$ cat src/rtl/radio_spi_master.sv
// SPI write master for the MAX2829 radio (18-bit words) and AD9777 DAC (16-bit words).
// Define RADIO_SPI_QUEUE_EN to place a 2-entry command FIFO in front of the shifter.
module radio_spi_master #(
   parameter int CLK_DIV    = 4,
   parameter int CS_GAP     = 4,
   parameter int RADIO_BITS = 18,
   parameter int DAC_BITS   = 16
) (
   input  logic        clk,
   input  logic        reset_n,
   input  logic        cmd_valid,
   output logic        cmd_ready,
   input  logic        cmd_target,
   input  logic [0:23] cmd_data,
   output logic        busy,
   output logic        done,
   output logic        controller_spi_clk,
   output logic        controller_spi_data,
   output logic        controller_radio_cs,
   output logic        controller_dac_cs
);
   typedef enum logic [2:0] {IDLE, SETUP, HIGH, LOW, GAP} state_t;

   localparam logic [7:0] DIV_LOAD = 8'(CLK_DIV - 1);
   localparam logic [7:0] GAP_LOAD = 8'(CS_GAP - 1);

   state_t      state;
   logic [7:0]  cnt;
   logic [4:0]  bits_left;
   logic [23:0] shift;
   logic        start;
   logic        src_target;
   logic [23:0] src_word;
   logic        phase_end;
   logic        next_active;
   logic        busy_nxt;

   assign phase_end   = (cnt == 8'd0);
   assign next_active = start || (state != IDLE && !(state == GAP && phase_end));

`ifdef RADIO_SPI_QUEUE_EN
   logic [24:0] fifo_mem [2];
   logic        wr_ptr;
   logic        rd_ptr;
   logic [1:0]  fifo_cnt;
   logic [1:0]  fifo_cnt_nxt;
   logic        push;

   assign cmd_ready    = (fifo_cnt != 2'd2);
   assign push         = cmd_valid && cmd_ready;
   // The shifter takes the next entry on the last GAP cycle, or straight away when idle.
   assign start        = (fifo_cnt != 2'd0) && (state == IDLE || (state == GAP && phase_end));
   assign {src_target, src_word} = fifo_mem[rd_ptr];
   assign fifo_cnt_nxt = fifo_cnt + {1'b0, push} - {1'b0, start};
   assign busy_nxt     = next_active || (fifo_cnt_nxt != 2'd0);

   // NOTE: FIFO storage has no reset; the pointers and count alone decide which entries are live.
   always_ff @(posedge clk) begin
      if (push) fifo_mem[wr_ptr] <= {cmd_target, cmd_data};
   end

   always_ff @(posedge clk or negedge reset_n) begin
      if (!reset_n) begin
         wr_ptr   <= 1'b0;
         rd_ptr   <= 1'b0;
         fifo_cnt <= 2'd0;
      end else begin
         if (push)  wr_ptr <= ~wr_ptr;
         if (start) rd_ptr <= ~rd_ptr;
         fifo_cnt <= fifo_cnt_nxt;
      end
   end
`else
   assign cmd_ready  = (state == IDLE);
   assign start      = cmd_valid && (state == IDLE);
   assign src_target = cmd_target;
   assign src_word   = cmd_data;
   assign busy_nxt   = next_active;
`endif

   // NOTE: every register here uses non-blocking assignment so each branch reads pre-edge values.
   always_ff @(posedge clk or negedge reset_n) begin
      if (!reset_n) begin
         state               <= IDLE;
         cnt                 <= 8'd0;
         bits_left           <= 5'd0;
         shift               <= 24'd0;
         busy                <= 1'b0;
         done                <= 1'b0;
         controller_spi_clk  <= 1'b0;
         controller_spi_data <= 1'b0;
         controller_radio_cs <= 1'b1;
         controller_dac_cs   <= 1'b1;
      end else begin
         done <= 1'b0;
         busy <= busy_nxt;
         if (start) begin
            state               <= SETUP;
            cnt                 <= DIV_LOAD;
            controller_radio_cs <= src_target;
            controller_dac_cs   <= ~src_target;
            if (src_target) begin
               shift               <= src_word << (24 - DAC_BITS);
               controller_spi_data <= src_word[DAC_BITS-1];
               bits_left           <= 5'(DAC_BITS);
            end else begin
               shift               <= src_word << (24 - RADIO_BITS);
               controller_spi_data <= src_word[RADIO_BITS-1];
               bits_left           <= 5'(RADIO_BITS);
            end
         end else begin
            if (!phase_end) cnt <= cnt - 8'd1;
            unique case (state)
               IDLE: ;
               SETUP: if (phase_end) begin
                  state              <= HIGH;
                  controller_spi_clk <= 1'b1;
                  cnt                <= DIV_LOAD;
               end
               HIGH: if (phase_end) begin
                  state              <= LOW;
                  controller_spi_clk <= 1'b0;
                  cnt                <= DIV_LOAD;
                  bits_left          <= bits_left - 5'd1;
                  // After the last bit the data line holds while LOW serves as cs hold time.
                  if (bits_left != 5'd1) begin
                     shift               <= shift << 1;
                     controller_spi_data <= shift[22];
                  end
               end
               LOW: if (phase_end) begin
                  if (bits_left != 5'd0) begin
                     state              <= HIGH;
                     controller_spi_clk <= 1'b1;
                     cnt                <= DIV_LOAD;
                  end else begin
                     state               <= GAP;
                     controller_radio_cs <= 1'b1;
                     controller_dac_cs   <= 1'b1;
                     controller_spi_data <= 1'b0;
                     done                <= 1'b1;
                     cnt                 <= GAP_LOAD;
                  end
               end
               GAP: if (phase_end) state <= IDLE;
               default: state <= IDLE;
            endcase
         end
      end
   end
endmodule

$ cat config.mk
export PLATFORM = sky130hd
export DESIGN_NAME = radio_spi_master
export DESIGN_NICKNAME = d
export VERILOG_FILES = /design/src/rtl/radio_spi_master.sv
export SDC_FILE = /design/constraint.sdc
export NUM_CORES = 1
export LEC_CHECK = 0
export CAP_MARGIN = 20
export CORE_AREA = 2 2 83 69
export CTS_CLUSTER_DIAMETER = 100
export CTS_CLUSTER_SIZE = 12
export DETAILED_ROUTE_END_ITERATION = 12
export DIE_AREA = 0 0 85 71
export GPL_ROUTABILITY_DRIVEN = 0
export PLACE_DENSITY = 0.63
export SLEW_MARGIN = 20
export SYNTH_ARGS = -nofsm -noshare
export SYNTH_HDL_FRONTEND = slang
export SYNTH_SLANG_ARGS = --single-unit
export TNS_END_PERCENT = 20
$ cat constraint.sdc
create_clock -name clk -period 3.29 [get_ports clk]
set_input_delay 0.4935 -clock clk [delete_from_list [all_inputs] [get_ports clk]]
set_output_delay 0.4935 -clock clk [all_outputs]
set_load 0.03 [all_outputs]
After elaboration in Yosys (flattened, before gate mapping)
Cells that the tools add are included.

cells by class
  add/sub/neg operators = 2
  equal/unequal tests = 17
  mux-type cells = 41
  bitwise logic cells = 2
  reduce and logical (&&, ||, !) cells = 22

operator list
  operator                                                                 number
  23-bit two-way mux                                                       5
  8-bit two-way mux                                                        4
  1-bit two-way mux                                                        19
  3-bit two-way mux                                                        6
  3-bit inequality test, second input constant                             6
  5-bit two-way mux                                                        3
  3-bit one-hot mux with 5 select lines                                    1
  2-bit inequality test, second input constant                             5
  5-bit AND reduction                                                      2
  3-bit nonzero test                                                       3
  8-bit logical NOT                                                        1
  2-bit nonzero test                                                       4
  8-bit by 1-bit subtractor with 8-bit output, second input constant       1
  3-bit by 2-bit equality test with 1-bit output, second input constant    2
  3-bit AND reduction                                                      2
  6-bit AND reduction                                                      1
  5-bit by 1-bit inequality test with 1-bit output, second input constant  1
  5-bit nonzero test                                                       1
  5-bit by 1-bit subtractor with 5-bit output, second input constant       1
  3-bit by 1-bit equality test with 1-bit output, second input constant    1
  3-bit equality test, second input constant                               1
  1-bit logical AND                                                        3
  3-bit logical NOT                                                        1
  1-bit one-hot mux with 3 select lines                                    1
  8 further kinds                                                          9

word-level totals
  register bits after elaboration = 45
  input port bits = 28
  output and inout port bits = 7
  word-level logic and storage cells = 94

Logic depth before layout (Yosys ltp)
Gate-level depths: netlist (run 1).

  word-level depth = 5
  gate-level depth with buffers = 7
  mapped depth without buffers = 7

Worst setup path before layout (run 1)
Ideal clock, no wire load.

  kind = register to register
  start point = reg cnt[0]
  end point = reg shift[11]
  setup time = 125 ps
  arrival time = 1762 ps
  data required time = 3165 ps
  slack = 1402 ps
  cell stages (with the launch flop) = 8
  buffers on the path = 1
  period minus slack after synthesis = 1888 ps
  cell sequence = dfrtp_1 > inv_1 > ha_1 > nor3b_4 > nand4_4 > nand2_4 > buf_8 > mux2_4

between the ends
  word-level cells in the longest chain between the ends = 3

RTL lines
  what                           line  RTL
  from (decl)                    28    logic [7:0] cnt;
  from (signal assigned)         112   if (!phase_end) cnt <= cnt - 8'd1;
  8-bit logical NOT              38    assign phase_end = (cnt == 8'd0);
  2-bit nonzero test (no line)   -
  3-bit AND reduction (no line)  -
  to (signal assigned)           103   shift <= src_word << (24 - DAC_BITS);
  to (signal assigned)           107   shift <= src_word << (24 - RADIO_BITS);
  to (signal assigned)           127   shift <= shift << 1;
  to (decl)                      30    logic [23:0] shift;

No other way between the ends.
A chain may end at the register's enable or synchronous reset.

Final worst setup path (run 1)
  start point = reg state[2]
  end point = out cmd_ready

between the ends
  word-level cells in the longest chain between the ends = 1

RTL lines
  what                    line  RTL
  from (decl)             27    state_t state;
  from (signal assigned)  84    state <= IDLE;
  from (signal assigned)  98    state <= SETUP;
  from (signal assigned)  116   state <= HIGH;
  3-bit logical NOT       74    assign cmd_ready = (state == IDLE);
  to (decl)               12    output logic cmd_ready,

No other way between the ends.

==> impl_metrics.tcl, run 1 <==
set metrics [dict create \
    dr.pass1.iters 4 \
    dp_hpwl_mm 2.98 \
    n_antenna_cell 0 \
    hold_buffers 0 \
    fin_tns_setup_ns 0 \
    timing.final.hold_violations 0 \
    drive_above_1_share_pct 14.0 \
    yosys_warnings 0 \
    reg2reg_slack_ns 1.03 \
    grt_pass1_wl_mm 7.62 \
    overflow 0 \
    area_delta_synth_final_pct 17.4 \
    synth_most_common_cell "dfrtp_1" \
    cellLeakagePower_nw 1.18 \
    die-area_um2 6040 \
    tritoncts "built" \
    synth-edff-count 0 \
    dr.first_iter.drc_count 115 \
    post_cts_buffers 0 \
    clkLatencyLatePin_ns 0.29 \
    cts_made_buffers 5 \
    yosysSeqAreaShare_pct 43.1 \
    ys_ff_latch 39 \
    period_minus_slack_ns 2.29 \
    critPathLaunchType "flip-flop" \
    synth_nets 245 \
    worstPathCellList "nor3_1 > clkdlybuf4s50_1" \
    cp-end-kind "primary output" \
    synth_ff_type "dfrtp_1" \
    whs_ns 0.313 \
    cts_sinks 39 \
    clock_skew_ns 0.00810 \
    p_per_area_nw_per_um2 746 \
    grt_max_degree 41 \
    crit_path_max_incr_delay_ns 0.69 \
    htreeDepth 2 \
    cts_root_buffer "clkbuf_8" \
    cp_max_fo 15 \
    routedWlPerCell_um 14.0 \
    netlist_instances 211 \
    post_cts_resized 0 \
    antenna_found_initial 0 \
    hp-class "in2async" \
    finalMaxSlewViolations 0 \
    portBuffers 28 \
    grtUsageTotal_pct 15.7 \
    dpl_cell_area_um2 2550 \
    cp.arrival_ns 1.80 \
    grt_pass1_vias 1583 \
    synth.top_cell.area_share_pct 40.8 \
    synth_area_leader_cell "dfrtp_1" \
    drcViolationCount 0 \
    status "complete, no violations" \
    async_reset_ff_share_pct 100 \
    design_area_um2 2660 \
    yosys-top-cells-count "dfrtp_1, mux2i_1, nand2_1" \
    start_util_pct 43.2 \
    via_per_inst 5.28 \
    syn_avg_cell_area_um2 10.8 \
    totalWireLength_mm 4.21 \
    worst_slew_pin_slew_ns 0.864 \
    clockBufferDepth 2 \
    synthTopCellsByArea "dfrtp_1, mux2i_1, mux2_4" \
    path_clk_slew_ns 0.08 \
    core_area_um2 5260 \
    die_w_um 85 \
    pin_count 35 \
    syn_area_um2 2270 \
    max-cap-violations 0 \
    slew_headroom_pct 42.4 \
    setup_violations 0 \
    num_vias 1590 \
    crit_path_top_delay_cell "clkdlybuf4s50_1" \
    critPathKind "reg2out" \
    grt_setup_unrepaired "no" \
    nNetsFinal 269 \
    period_share_pct 69.6 \
    ir_drop_mv 0.510 \
    rows 24 \
    critPathRequiredTime_ns 2.80 \
    antenna_left 0 \
    die_y_um 71 \
    yosysUniqueCellTypes 49 \
    fmax_ghz 0.437 \
]
## worst max-delay path, delay by kind of cell, from the launching register on
family | cells | cell delay (ns)
buffers and inverters | 1 | 0.69
AND/OR/NAND/NOR | 1 | 0.25
flip-flops | 1 | 0.56
## final cells by class
class                   count  area (um2)
repair buffers             30         290
clock buffers               6        82.6
inverters                   8        30.0
fillers                   474        2590
clock inverters             2        35.0
well taps                  65        81.3
multi-input cells         151        1170
flip-flops and latches     39         978
## through the flow
step                      std cells  setup slack [ns]  power (mW)  utilization (%)
after floorplan                 211              1.40        1.42                -
after global placement          293             0.763        1.57             48.5
after detailed placement        293             0.727        1.59             48.5
after CTS                       301             0.984        2.01             50.7
after global routing            301             0.879        2.16             50.7
final                           301             0.999        1.99             50.7
## final timing paths
check	start	end	depth (start not counted)
setup / recovery	state[2]	cmd_ready	2
hold / removal	reset_n	cnt[3]	1
hold reg to reg	controller_dac_cs	controller_dac_cs	1
setup reg to reg	cnt[2]	shift[9]	4
min in group clk	controller_dac_cs	controller_dac_cs	1
max in group asynchronous	reset_n	bits_left[3]	1
## registers in the layout, indices dropped and copies added, names as in the netlist
name,count
controller_spi_clk,1
bits_left,5
shift,17
done,1
cnt,8
state,3
controller_spi_data,1
controller_radio_cs,1
busy,1
controller_dac_cs,1
## placed cells by master (no fill, tap or decap), types with 2 or more instances in the layout
master	n
mux2_4	7
nor3_1	3
clkbuf_8	6
xor2_1	4
or4_1	2
nand3_1	4
a21o_1	2
o21ai_0	14
or4b_4	2
mux2_2	4
buf_4	2
nor2_1	13
nand3b_1	2
nor2b_1	4
o21ai_1	2
nand4_1	5
dfrtp_1	37
a2bb2oi_1	2
xnor2_1	3
a211oi_1	3
inv_1	8
dfstp_2	2
o31ai_1	2
clkdlybuf4s50_1	27
a21oi_1	10
mux2i_1	21
ha_1	6
nand2_1	18
## where the power goes
part,switching (mW),internal [mW],total (mW),leakage (nW)
clock,0.164,0.245,0.409,0.0612
combinational,0.348,0.362,0.710,0.651
sequential,0.179,0.688,0.867,0.470
## layer usage
metal	vias to the layer above	global-route usage (%)	wire length, um
met2	27	22.0	1810
met1	753	23.9	2200
met3	4	3.62	142
li1	806	-	-
met4	0	5.29	48
met5	-	0	0
## cell families (layout without fill, tap and decap cells)
group	Yosys count	after routing	synth area share, %
fa+ha+maj	6	6	3.31
simple gates	64	64	18.0
flops	39	39	43.1
xor+xnor	7	7	2.70
compound gates	42	42	11.5
mux	32	32	15.9
buf+inv	21	46	5.51
Note: power is estimated with default switching activity, not from simulation.
==> run 2: changes to the inputs <==
==> constraint.sdc (replaced) <==
create_clock -name clk -period 2.25 [get_ports clk]
set_input_delay 0.3375 -clock clk [delete_from_list [all_inputs] [get_ports clk]]
set_output_delay 0.3375 -clock clk [all_outputs]
set_load 0.03 [all_outputs]
==> run 2 against run 1 <==
Compared with the run above:
- sequential power is 45% higher
- critical path depth unchanged
- worst setup slack got worse by 0.81 ns
- die area unchanged
- hold slack got worse by 0.15 ns
- cell count grew 3.3%
- routed wire length is 6.6% higher
- design area is 2.8% higher
- sequential cell count unchanged
- non-clock buffer count up 10
- first-iteration DRC count down 20%
- via count is 2.7% higher
- critical path type unchanged
- highest routed layer unchanged
==> impl_metrics.tcl, run 2 (synthesis results as in run 1) <==
set metrics [dict create \
    pin_count 35 \
    cts_root_buffer "clkbuf_8" \
    grt_pass1_wl_mm 7.73 \
    switching_share_pct 36.1 \
    cts_made_buffers 5 \
    period_share_pct 91.6 \
    die-area_um2 6040 \
    critPathLaunchType "flip-flop" \
    clkPwrFrac_pct 17.4 \
    worst_slew_pin_slew_ns 0.883 \
    nNetsFinal 279 \
    dr.first_iter.drc_count 92 \
    dpl_cell_area_um2 2650 \
    p_per_area_nw_per_um2 1050 \
    power_mw 2.88 \
    fin_tns_setup_ns 0 \
    post_cts_buffers 0 \
    busiest_layer "met2" \
    die_y_um 71 \
    drive_above_1_share_pct 17.1 \
    grt_setup_unrepaired "no" \
    grt_pass1_vias 1609 \
    drcViolationCount 0 \
    routedWlPerCell_um 14.4 \
    netSwitchingPower_mw 1.04 \
    final_util_pct 52.1 \
    critPathKind "reg2out" \
    globalRouteMet2Util_pct 25.1 \
    use_met1_pct 22.5 \
    totalWireLength_mm 4.48 \
    critPathRequiredTime_ns 1.91 \
    p_int_mw 1.84 \
    design_area_um2 2740 \
    dp_hpwl_mm 3.17 \
    portBuffers 28 \
    timing.final.hold_violations 0 \
    layout_commonest_cell "dfrtp_1" \
    antenna_found_initial 0 \
    area_delta_synth_final_pct 20.6 \
    setup_violations 0 \
    final_cells 311 \
    tritoncts "built" \
    cp_max_fo 8 \
    grt_max_degree 40 \
    clock_skew_ns 0.00527 \
    dp_slack_ns 0.0952 \
    reg_top3 "shift (17), cnt (8), bits_left (5)" \
    ir_drop_mv 0.566 \
    clkLatencyLatePin_ns 0.29 \
    whs_ns 0.166 \
    num_vias 1633 \
    start_util_pct 43.2 \
    final_cell_mix "dfrtp_1, clkdlybuf4s50_1, mux2i_1" \
    cts_sinks 39 \
    regMostFlops "shift" \
    rows 24 \
    clockBufferDepth 2 \
    combPwrFrac_pct 39.0 \
    hp-class "in2async" \
    overflow 0 \
    grtUsageTotal_pct 16.2 \
    status "complete, no violations" \
    period_minus_slack_ns 2.06 \
    core_area_um2 5260 \
    cellLeakagePower_nw 1.23 \
    n_antenna_cell 0 \
    slew_headroom_pct 41.1 \
    largest_reg_flops 17 \
    fmax_ghz 0.485 \
    setup_ws_ns 0.189 \
    max-cap-violations 0 \
    post_cts_resized 0 \
    path_clk_slew_ns 0.08 \
    cp-end-kind "primary output" \
    finalMaxSlewViolations 0 \
    seq_power_share_pct 43.7 \
    place_inst 303 \
    die_w_um 85 \
    cp.arrival_ns 1.72 \
    hold_buffers 0 \
    htreeDepth 2 \
    antenna_left 0 \
    via_per_inst 5.25 \
    grtUsageMet3_pct 3.62 \
    dr.pass1.iters 4 \
]
==> run 2: cell types whose count changed in the layout (fill, tap and decap cells not counted), sizes merged <==
| cell | change |
|---|---|
| buf | +10 |
| bufinv | -1 |
| clkbuf | +1 |
==> run 2: area by class of cell <==
| type | count | area [um2] |
|---|---|---|
| clock buffers | 7 | 86.3 |
| clock inverters | 1 | 5.00 |
| fillers | 483 | 2520 |
| inverters | 8 | 30.0 |
| multi-input cells | 151 | 1170 |
| flip-flops and latches | 39 | 978 |
| well taps | 65 | 81.3 |
| repair buffers | 40 | 390 |
==> run 2: power by group through the flow <==
stage                     clock [mW]  combinational [mW]  sequential, mW
after floorplan                    0               0.801            1.27
after global placement             0                1.10            1.26
after detailed placement           0                1.12            1.27
after CTS                      0.511                1.13            1.26
after global routing           0.545                1.26            1.30
final                          0.499                1.12            1.26
==> run 2: worst max-delay path, cell delays in order, from the launching register on <==
cell	delay [ns]
dfrtp_1	0.50
nor3_1	0.23
clkdlybuf4s50_1	0.70
==> run 2: path summary, 6_finish.rpt <==
| path | cells after the start | end | slack, ns | startpoint |
|---|---|---|---|---|
| min in group clk | 1 | controller_dac_cs | 0.51 | controller_dac_cs |
| hold reg to reg | 1 | controller_dac_cs | 0.51 | controller_dac_cs |
| hold / removal | 1 | cnt[3] | 0.17 | reset_n |
| setup / recovery | 2 | cmd_ready | 0.19 | state[2] |
| setup reg to reg | 7 | controller_spi_data | 0.30 | bits_left[0] |
| max in group asynchronous | 1 | state[0] | 1.54 | reset_n |
==> run 2: per-layer routing <==
| metal | wire length (um) | vias up |
|---|---|---|
| met5 | 0 | - |
| met4 | 68 | 0 |
| met3 | 123 | 7 |
| met2 | 2060 | 20 |
| met1 | 2230 | 784 |
| li1 | - | 822 |
